==> src/rtl/descrypt_round_ctrl.sv <==
// descrypt_round_ctrl: job sequencer for one descrypt DES core (load, 16 rounds x ITERATIONS, FP capture).
// Optional abort input is enabled by defining DESCRYPT_CTRL_ABORT_EN.
module descrypt_round_ctrl #(
    parameter int ITERATIONS = 25,
    parameter int ROUNDS     = 16
) (
    input  logic        CLK,
    input  logic        rst_n,
`ifdef DESCRYPT_CTRL_ABORT_EN
    input  logic        abort,
`endif
    input  logic        in_valid,
    output logic        in_ready,
    input  logic [55:0] in_key,
    input  logic [11:0] in_salt,
    output logic        dp_load,
    output logic [55:0] dp_key,
    output logic [11:0] dp_salt,
    output logic        dp_round_en,
    output logic        dp_shift2,
    output logic        dp_iter_end,
    input  logic [63:0] dp_lr,
    output logic        out_valid,
    input  logic        out_ready,
    output logic [63:0] out_hash,
    output logic        busy
);
    localparam int IW = (ITERATIONS > 1) ? $clog2(ITERATIONS) : 1;
    localparam logic [IW-1:0] ITER_LAST  = IW'(ITERATIONS - 1);
    localparam logic [3:0]    ROUND_LAST = 4'(ROUNDS - 1);

    // Source bit index (LSB = 0) for each FP output bit, MSB first.
    localparam logic [5:0] FP_SRC [64] = '{
        6'd24, 6'd56, 6'd16, 6'd48, 6'd8,  6'd40, 6'd0, 6'd32,
        6'd25, 6'd57, 6'd17, 6'd49, 6'd9,  6'd41, 6'd1, 6'd33,
        6'd26, 6'd58, 6'd18, 6'd50, 6'd10, 6'd42, 6'd2, 6'd34,
        6'd27, 6'd59, 6'd19, 6'd51, 6'd11, 6'd43, 6'd3, 6'd35,
        6'd28, 6'd60, 6'd20, 6'd52, 6'd12, 6'd44, 6'd4, 6'd36,
        6'd29, 6'd61, 6'd21, 6'd53, 6'd13, 6'd45, 6'd5, 6'd37,
        6'd30, 6'd62, 6'd22, 6'd54, 6'd14, 6'd46, 6'd6, 6'd38,
        6'd31, 6'd63, 6'd23, 6'd55, 6'd15, 6'd47, 6'd7, 6'd39
    };

    typedef enum logic [2:0] {S_IDLE, S_LOAD, S_ROUND, S_ITER_END, S_DONE} state_t;

    state_t        state_q, state_d;
    logic [3:0]    round_q, round_d;
    logic [IW-1:0] iter_q, iter_d;
    logic [55:0]   key_q, key_d;
    logic [11:0]   salt_q, salt_d;
    logic [63:0]   hash_q, hash_d;
    logic          in_ready_q, in_ready_d;
    logic          load_q, load_d;
    logic          round_en_q, round_en_d;
    logic          shift2_q, shift2_d;
    logic          iter_end_q, iter_end_d;
    logic          out_valid_q, out_valid_d;
    logic          busy_q, busy_d;
    logic          abort_i;
    logic [63:0]   fp_lr;

`ifdef DESCRYPT_CTRL_ABORT_EN
    assign abort_i = abort;
`else
    assign abort_i = 1'b0;
`endif

    for (genvar g = 0; g < 64; g++) begin : g_fp
        assign fp_lr[63-g] = dp_lr[FP_SRC[g]];
    end

    always_comb begin
        state_d = state_q;
        round_d = round_q;
        iter_d  = iter_q;
        key_d   = key_q;
        salt_d  = salt_q;
        hash_d  = hash_q;
        case (state_q)
            S_IDLE: begin
                if (in_valid && !abort_i) begin
                    key_d   = in_key;
                    salt_d  = in_salt;
                    state_d = S_LOAD;
                end
            end
            S_LOAD: begin
                round_d = '0;
                iter_d  = '0;
                state_d = S_ROUND;
            end
            S_ROUND: begin
                if (round_q == ROUND_LAST) begin
                    state_d = S_ITER_END;
                end else begin
                    round_d = round_q + 4'd1;
                end
            end
            S_ITER_END: begin
                round_d = '0;
                if (iter_q == ITER_LAST) begin
                    hash_d  = fp_lr;
                    state_d = S_DONE;
                end else begin
                    iter_d  = iter_q + IW'(1);
                    state_d = S_ROUND;
                end
            end
            S_DONE: begin
                if (out_ready) begin
                    state_d = S_IDLE;
                end
            end
            default: state_d = S_IDLE;
        endcase

        // Abort drops the job without touching the previously captured result.
        if (abort_i && (state_q inside {S_LOAD, S_ROUND, S_ITER_END})) begin
            state_d = S_IDLE;
            round_d = '0;
            iter_d  = '0;
            hash_d  = hash_q;
        end

        in_ready_d  = (state_d == S_IDLE);
        busy_d      = (state_d != S_IDLE);
        load_d      = (state_d == S_LOAD);
        round_en_d  = (state_d == S_ROUND);
        shift2_d    = (state_d == S_ROUND) && !(round_d inside {4'd0, 4'd1, 4'd8, 4'd15});
        iter_end_d  = (state_d == S_ITER_END);
        out_valid_d = (state_d == S_DONE);
    end

    always_ff @(posedge CLK or negedge rst_n) begin
        if (!rst_n) begin
            state_q     <= S_IDLE;
            round_q     <= '0;
            iter_q      <= '0;
            key_q       <= '0;
            salt_q      <= '0;
            hash_q      <= '0;
            in_ready_q  <= 1'b1;
            busy_q      <= 1'b0;
            load_q      <= 1'b0;
            round_en_q  <= 1'b0;
            shift2_q    <= 1'b0;
            iter_end_q  <= 1'b0;
            out_valid_q <= 1'b0;
        end else begin
            state_q     <= state_d;
            round_q     <= round_d;
            iter_q      <= iter_d;
            key_q       <= key_d;
            salt_q      <= salt_d;
            hash_q      <= hash_d;
            in_ready_q  <= in_ready_d;
            busy_q      <= busy_d;
            load_q      <= load_d;
            round_en_q  <= round_en_d;
            shift2_q    <= shift2_d;
            iter_end_q  <= iter_end_d;
            out_valid_q <= out_valid_d;
        end
    end

    assign in_ready    = in_ready_q;
    assign busy        = busy_q;
    assign dp_load     = load_q;
    assign dp_key      = key_q;
    assign dp_salt     = salt_q;
    assign dp_round_en = round_en_q;
    assign dp_shift2   = shift2_q;
    assign dp_iter_end = iter_end_q;
    assign out_valid   = out_valid_q;
    assign out_hash    = hash_q;

endmodule

==> config.mk <==
export PLATFORM = sky130hd
export DESIGN_NAME = descrypt_round_ctrl
export DESIGN_NICKNAME = d
export VERILOG_FILES = /design/src/rtl/descrypt_round_ctrl.sv
export SDC_FILE = /design/constraint.sdc
export NUM_CORES = 1
export LEC_CHECK = 0
export ABC_CLOCK_PERIOD_IN_PS = 3300
export CAP_MARGIN = 10
export CORE_AREA = 2 2 126 128
export CTS_BUF_LIST = sky130_fd_sc_hd__clkbuf_16
export DETAILED_ROUTE_END_ITERATION = 12
export DIE_AREA = 0 0 128 130
export PLACE_DENSITY = 0.82
export SLEW_MARGIN = 10
export SYNTH_ARGS = -nofsm -noshare
export SYNTH_HDL_FRONTEND = slang
export SYNTH_SLANG_ARGS = --single-unit
==> constraint.sdc <==
create_clock -name CLK -period 3.3 [get_ports CLK]
set_input_delay 0.495 -clock CLK [delete_from_list [all_inputs] [get_ports CLK]]
set_output_delay 0.495 -clock CLK [all_outputs]
set_load 0.03 [all_outputs]
# [Word level (Yosys, flattened, before mapping)]
# Index checks and enable logic that the tools add are counted.
[totals] word_cells=50 out_inout_bits=139 regBits=151 in_bits=136
[classes] n_mux=9 n_eq_ne=14 add_sub_neg=2 reduce_logical=12
[op_table] op="3-bit one-hot mux with 5 select lines" count=1
[op_table] op="3-bit by 2-bit equality test with 1-bit output (second input constant)" count=4
[op_table] op="4-bit equality test (second input constant)" count=3
[op_table] op="3-bit two-way mux" count=4
[op_table] op="5-bit one-hot mux with 2 select lines" count=1
[op_table] op="4-bit one-hot mux with 2 select lines" count=1
[op_table] op="3-bit by 1-bit equality test with 1-bit output (second input constant)" count=2
[op_table] op="3-bit equality test (second input constant)" count=2
[op_table] op="3-bit zero test" count=2
[op_table] op="2-bit AND reduction" count=3
[op_table] op="5-bit by 1-bit adder with 5-bit output (second input constant)" count=1
[op_table] op="5-bit equality test (second input constant)" count=1
[op_table] op="5-bit two-way mux" count=1
[op_table] op="4-bit by 1-bit adder with 4-bit output (second input constant)" count=1
[op_table] op="4-bit by 1-bit equality test with 1-bit output (second input constant)" count=1
[op_table] op="4-bit zero test" count=1
[op_table] op="4-bit two-way mux" count=1
[op_table] op="4-bit nonzero test" count=1
[op_table] op="3-bit nonzero test" count=1
[op_table] op="2-bit != test (second input constant)" count=1
[op_table] op="2-bit nonzero test" count=1
[op_table] op="2-bit OR reduction" count=1
[op_table] op="1-bit logical AND" count=1
[op_table] op="1-bit zero test" count=1

# [Logic depth before layout (Yosys ltp)]
# Gate-level depths: netlist of run 1.
[depth] ltp_word=7 ltp_mapped=7 mapped_depth_nobuf=7

# [Worst setup path before layout of run 1]
# No wires, ideal clock.
[synth_path] path_type="register to register" start="reg iter_q[0]" end="reg hash_q[24] (netlist: out_hash[24])" t_arrival_ps=1544 path_slack_ps=1631 path_stages_with_launch=8 n_path_buf=2 period_less_slack_ps=1669 setup_time_ps=125 path_cell_list="dfrtp_1 -> inv_1 -> ha_1 -> and4b_1 -> nand3_2 -> buf_6 -> buf_6 -> mux2_4"
[synth_between] elab_chain_len=2
[synth_rtl] element="from (decl)" line="48" rtl="logic [IW-1:0] iter_q, iter_d;"
[synth_rtl] element="from (signal assigned)" line="152" rtl="iter_q <= iter_d;"
[synth_rtl] element="5-bit equality test" line="101" rtl="if (iter_q == ITER_LAST) begin"
[synth_rtl] element="2-bit AND reduction (no source line)"
[synth_rtl] element="to (signal assigned)" line="155" rtl="hash_q <= hash_d;"
[synth_rtl] element="to (decl)" line="51" rtl="logic [63:0] hash_q, hash_d;"
# Every way passes these cells.
# A chain may end at the register's enable or synchronous reset.

# [Worst setup path after layout of run 1]
[layout_path] start="reg iter_q[1]" end="reg busy_q (netlist: busy)"
[layout_between] elab_chain_len=4
[layout_rtl] element="5-bit equality test" line="101"
[layout_rtl] element="3-bit two-way mux" line="101"
[layout_rtl] element="3-bit one-hot mux with 5 select lines" line="79" rtl="case (state_q)"
[layout_rtl] element="named net state_d[2]" line="46" rtl="state_t state_q, state_d;"
[layout_rtl] element="3-bit nonzero test" line="126" rtl="busy_d = (state_d != S_IDLE);"
[layout_rtl] element="named net busy_d" line="58" rtl="logic busy_q, busy_d;"
[layout_rtl] element="to (signal assigned)" line="157" rtl="busy_q <= busy_d;"
[layout_rtl] element="to (decl)" line="58"
# The timed path passes the listed nets, and every way through them passes these cells.

==> metrics, run 1 <==
status=finished clean; FILL cells=1158; Total GRT Usage=18.3%; Setup CP Type=flip-flop to flip-flop; Relative slew margins=55.8%; cell count after synthesis=378; leading cell type in the layout, fill and taps excluded=clkdlybuf4s50_1; initial antenna violation count=0; Clock Latency Late Sink=0.41 ns; sequential area share after synthesis=62.7%; fraction of the cycle the final worst path needs=64.8%; largest net degree at the start of global routing=73; crit path launch type=flip-flop; Synth Register Bits=151; Die Width=128 um; CTS root buffer=clkbuf_16; f_max=467 MHz; DP HPWL=11.2 mm; Mapped Nets=517; number of global-route vias before repair=4477; commonest non-fill, non-tap cells in the layout=clkdlybuf4s50_1 (273), dfrtp_1 (150), mux2_2 (94), mux2_4 (39), clkbuf_16 (17); CTS Buf Count=17; DP Worst Slack=1.09 ns; die height=130 um; synth unique cells=33; hold_buf cts=0; GRT overflow=0; initial drt markers=264; CTS Buffer Depth=2; final WL=15.1 mm; Post-CTS Setup Inserts=0; Worst Hold Slack=0.0824 ns; Pleak=0.00414 uW; area of the core=0.0154 mm2; pwr dens=813 mW/mm2; DR vias/cell=4.86; Max FO, Critical Path=63; worst IR drop on VDD=331 uV; Final Hold Vio Count=0; DR WL/cell=17.6 um; CTS tree=done; Setup TNS=0 ns; share of cells above drive strength 1=25.4%; PortBufs=274; Max Transition Viols Final=0; drt first pass iters=4; Reg clk slew, reported paths=0.06 ns; number of non-filler instances in the completed layout=861; CP arrival=2.43 ns; Antenna Nets Post-Route=0; first-pass GRT wire length=23.4 mm; hold crit path type=input pin to async pin; max_cap viols=0; # IOs=275; Final WS setup=1.16 ns; Synth-to-Final Area Change=58.1%; crit path time final=2.14 ns; # placed instances=831; die area=0.0166 mm2; starting density of the core=39.1%; DRC viols=0; clock skew=0.00518 ns; Ys Warns=0; via count=4187; Mapped Avg Cell Area=15.9 um2; post-CTS sizing=0; Final #Nets=797; Row Count=46; placer congestion estimate=0.818; Worst-Margin Slew=0.663 ns; final setup fails=0; Crit path required time=3.59 ns; H-tree Lvls=4; Ant. Diodes=0; Util after Layout=61.8%; mapped cell area=0.00603 mm2; clk sinks=151; RSZ-0062 raised after global routing=false; Setup crit end kind=flip-flop
report_power, final:
group          switching (uW)  internal [uW]  leakage (uW)
combinational            1640           1490       0.00209
sequential                337           2390       0.00177
clock                     724           1160      0.000285
per-layer routing:
metal	track usage [%]	part of all wire, %
met5	0	0
met4	6.72	1.9
met3	7.67	9.7
met2	31.3	51
met1	20.6	38
logic make-up after synthesis:
family                     share of synthesized area (%)
DFF                                                 62.7
muxes                                               27.5
and+or+nand+nor                                     2.93
buffers and inverters                               3.03
AOI/OAI and AO/OA                                   3.24
adders and majority gates                          0.623
critical path: stages (launching register included):
cell     delay [ns]
dfrtp_1        0.42
inv_1          0.07
ha_1           0.17
and4b_1        0.27
nand3_4        0.16
buf_12         0.34
o41ai_1        0.19
or3_1          0.33
state kept, by name (all words and copies together) (netlist names):
signal and count:
dp_shift2 1, round_q 4, busy 1, dp_iter_end 1, state_q 3, out_valid 1, out_hash 64, dp_round_en 1
dp_key 56, iter_q 5, dp_salt 12, in_ready 1, dp_load 1
stage by stage:
stage	cell area, um2	total power, uW
detailed placement	8960	5900
finish	9530	7740
CTS	9530	7810
global placement	8960	5770
global route	9530	8110
floorplan	6030	4460
synth_stat cells:
cell type    n  area (um2)
a211o_1      1        8.76
a211oi_1     1        7.51
a21o_1       3        22.5
a21oi_1      6        30.0
a22o_1       6        52.6
a31o_2       1        8.76
a41oi_1      1        8.76
and3_1       4        25.0
and4b_1      1        10.0
buf_2       11        55.1
buf_4        1        7.51
buf_6        7        78.8
clkbuf_1     1        3.75
dfrtp_1    150        3750
dfstp_2      1        26.3
ha_1         3        37.5
inv_1       10        37.5
mux2_2      94        1060
mux2_4      39         586
mux2i_1      1        10.0
nand2_1      7        26.3
nand2b_1     1        6.26
nand3_1      6        30.0
nand3_2      1        10.0
nand4_1      1        6.26
nor2_1       2        7.51
nor2b_2      1        8.76
nor3_1       8        40.0
o211a_1      1        10.0
o21ai_0      4        20.0
o221ai_1     1        8.76
o41ai_1      2        17.5
or3_1        1        6.26
cell type report:
cell class | instances | area (um2) | area share (%)
Sequential cell | 151 | 3780 | 39.7
Clock buffer | 17 | 425 | 4.46
Multi-Input combinational cell | 197 | 2070 | 21.7
Inverter | 10 | 37.5 | 0.394
Tap cell | 192 | 240 | 2.52
Clock inverter | 13 | 140 | 1.47
Timing Repair Buffer | 281 | 2830 | 29.7
path summary, 6_finish.rpt:
check                      slack [ns]  cells past startpoint          from      endpoint
max                              1.16                      7     iter_q[1]          busy
min                              0.08                      1         rst_n  out_hash[23]
max reg2reg                      1.16                      7     iter_q[1]          busy
max in group asynchronous        2.40                      2         rst_n    dp_key[17]
min in group CLK                 0.50                      1  out_hash[18]  out_hash[18]
min reg2reg                      0.50                      1  out_hash[18]  out_hash[18]
Power figures use the tool's default switching activity.
==> run 2: changes to the inputs <==
- ABC_CLOCK_PERIOD_IN_PS: 3300 -> 2000
- clock period: 3.3 -> 2 ns (I/O delays scaled with it)
==> run 2 against run 1 <==
Sequential share of layout area shrank 0.38 points. Hold slack better by 0.26 ns. First-iteration DRC count fell by 6.8%. Clock skew up 0.0023 ns. Critical path depth down 3. Via count is 0.79% higher. Clock power up 57%. Critical path type unchanged. Die area is the same. Sequential cell count unchanged. Global-route usage shrank 0.19 points. Combinational power grew 66%.
==> metrics, run 2 (same netlist as run 1, synthesis figures left out) <==
Sequential Area=0.00378 mm2 (unchanged); Synth-to-Final Area Change=59.7% (was 58.1%); R2R Setup Slk=0.12 ns (was 1.16 ns); worst IR drop on VDD=654 uV (was 331 uV); drt first pass iters=4 (unchanged); flip-flop count of the largest register after layout=64 (unchanged); clock skew=0.00751 ns (was 0.00518 ns); Row Count=46 (unchanged); FF-to-FF End=dp_key[38] (was busy); Clock Latency Late Sink=0.41 ns (about the same); Setup crit end kind=flip-flop (unchanged); pwr dens=1310 mW/mm2 (was 813 mW/mm2); CTS Buf Count=17 (unchanged); hold crit path type=input pin to async pin (unchanged); Psw=4430 uW (was 2700 uW); final setup fails=0 (unchanged); die area=0.0166 mm2 (unchanged); Max Transition Viols Final=0 (unchanged); H-tree Lvls=4 (unchanged); max_cap viols=0 (unchanged); starting density of the core=39.1% (unchanged); largest net degree at the start of global routing=70 (was 73); placer congestion estimate=0.834 (was 0.818); Clk pwr share=23.5% (was 24.4%); share of cells above drive strength 1=26.1% (was 25.4%); crit path launch type=flip-flop (unchanged); initial drt markers=246 (was 264); via count=4220 (was 4187); # IOs=275 (unchanged); status=finished clean (unchanged); Max FO, Critical Path=69 (was 63); fraction of the cycle the final worst path needs=94.0% (was 64.8%); Pleak=0.00419 uW (was 0.00414 uW); first-pass GRT wire length=23.2 mm (was 23.4 mm); clk sinks=151 (unchanged); FILL cells=1118 (was 1158); area of the core=0.0154 mm2 (unchanged); share of power burned in registers=35.3% (was 35.2%); Crit path required time=2.29 ns (was 3.59 ns); CTS tree=done (unchanged); Antenna Nets Post-Route=0 (unchanged); die height=130 um (unchanged); CP arrival=2.17 ns (was 2.43 ns); PortBufs=274 (unchanged); cell count of the worst reg-to-reg path=4 (was 7); f_max=532 MHz (was 467 MHz); area of the multi-input gates=0.00207 mm2 (about the same); Total GRT Usage=18.1% (was 18.3%); Pwr Total=12600 uW (was 7740 uW); commonest non-fill, non-tap cells in the layout=clkdlybuf4s50_1 (273), dfrtp_1 (150), mux2_2 (94), mux2_4 (39), clkbuf_16 (19) (was clkdlybuf4s50_1 (273), dfrtp_1 (150), mux2_2 (94), mux2_4 (39), clkbuf_16 (17)); crit path time final=1.88 ns (was 2.14 ns); combinational share of power=41.2% (was 40.4%); final WL=15.4 mm (was 15.1 mm); DRC viols=0 (unchanged); DR WL/cell=17.7 um (was 17.6 um); CTS root buffer=clkbuf_16 (unchanged); Ant. Diodes=0 (unchanged); initial antenna violation count=0 (unchanged); Sw Ratio=35.0% (was 34.8%); Worst-Margin Slew=0.547 ns (was 0.663 ns); Final Hold Vio Count=0 (unchanged); Final #Nets=803 (was 797); r2r startpoint=state_q[2] (was iter_q[1]); DP HPWL=11.1 mm (was 11.2 mm); leading cell type in the layout, fill and taps excluded=clkdlybuf4s50_1 (unchanged); GRT overflow=0 (unchanged); CTS Buffer Depth=2 (unchanged); cell internal pwr=8210 uW (was 5050 uW); RSZ-0062 raised after global routing=false (unchanged); Setup CP Type=flip-flop to flip-flop (unchanged); Setup TNS=0 ns (unchanged); Relative slew margins=63.0% (was 55.8%); number of global-route vias before repair=4503 (was 4477); DR vias/cell=4.86 (about the same); Reg clk slew, reported paths=0.06 ns (about the same); Die Width=128 um (unchanged)
[run 2: cell types whose count changed in the layout (fill, tap and decap cells not counted), sizes merged]
cell	before	now
buf	8	11
bufinv	3	2
clkbuf	17	19
clkinv	7	5
clkinvlp	0	3
dlygate4sd3	0	1
inv	13	15
[run 2: critical path: stages, from the launching register on]
cell and delay [ns]:
dfrtp_1 0.52, inv_1 0.23, and3_2 0.24, buf_12 0.29, mux2_2 0.39
[run 2: timing repair]
action                                  in CTS  in global routing
setup buffers                                0                  2
endpoints found under the hold margin       29                  0
resized for setup                            0                  1
hold buffers                                 1                  0
endpoints found under the setup margin       0                 61
[run 2: through the flow]
stage / std cells / hold slack, ns / setup WS, ns / cell area (um2) / utilization, %
finish: 869 / 0.341 / 0.120 / 9620 / 62.4
global placement: 832 / 0.210 / 0.172 / 9000 / 58.3
detailed placement: 832 / 0.212 / 0.0808 / 9000 / 58.3
CTS: 865 / 0.331 / 0.0625 / 9560 / 61.9
global route: 869 / 0.349 / 0.0155 / 9620 / 62.4
floorplan: 378 / 0.00441 / 0.331 / 6030 / -
[run 2: layout make-up]
| type | count | area share (%) |
|---|---|---|
| tap | 192 | 2.50 |
| sequential | 151 | 39.3 |
| clock buffer | 17 | 4.42 |
| inverter | 10 | 0.390 |
| clock inverter | 15 | 1.29 |
| timing repair buffer | 287 | 30.6 |
| multi-input combinational | 197 | 21.5 |
[run 2: power by group through the flow]
stage	sequential (uW)	combinational, uW	clock, uW
after floorplan	6050	1300	0
after global placement	4450	5080	0
after detailed placement	4510	5230	0
after CTS	4470	5250	3060
after global routing	4570	5490	3200
final	4460	5210	2970
[run 2: how the worst max path moves through the flow]
| stage | cells past startpoint | to | startpoint | slack, ns |
|---|---|---|---|---|
| final | 4 | dp_key[38] | state_q[2] | 0.12 |
| after global routing | 6 | out_hash[34] | iter_q[0] | 0.02 |
| after CTS | 6 | out_hash[15] | iter_q[0] | 0.06 |
| after detailed placement | 6 | out_hash[11] | iter_q[0] | 0.08 |
| after global placement | 6 | out_hash[16] | iter_q[0] | 0.17 |
| after floorplan | 7 | out_hash[24] | iter_q[0] | 0.33 |
[run 2: metal layers]
layer / GRT usage, % / vias to the layer above / routed length [um]
met3: 6.72 / 17 / 1330
met4: 6.72 / 0 / 235
met1: 20.9 / 2076 / 6170
met2: 30.9 / 209 / 7660
met5: 0 / - / 0
li1: - / 1918 / -
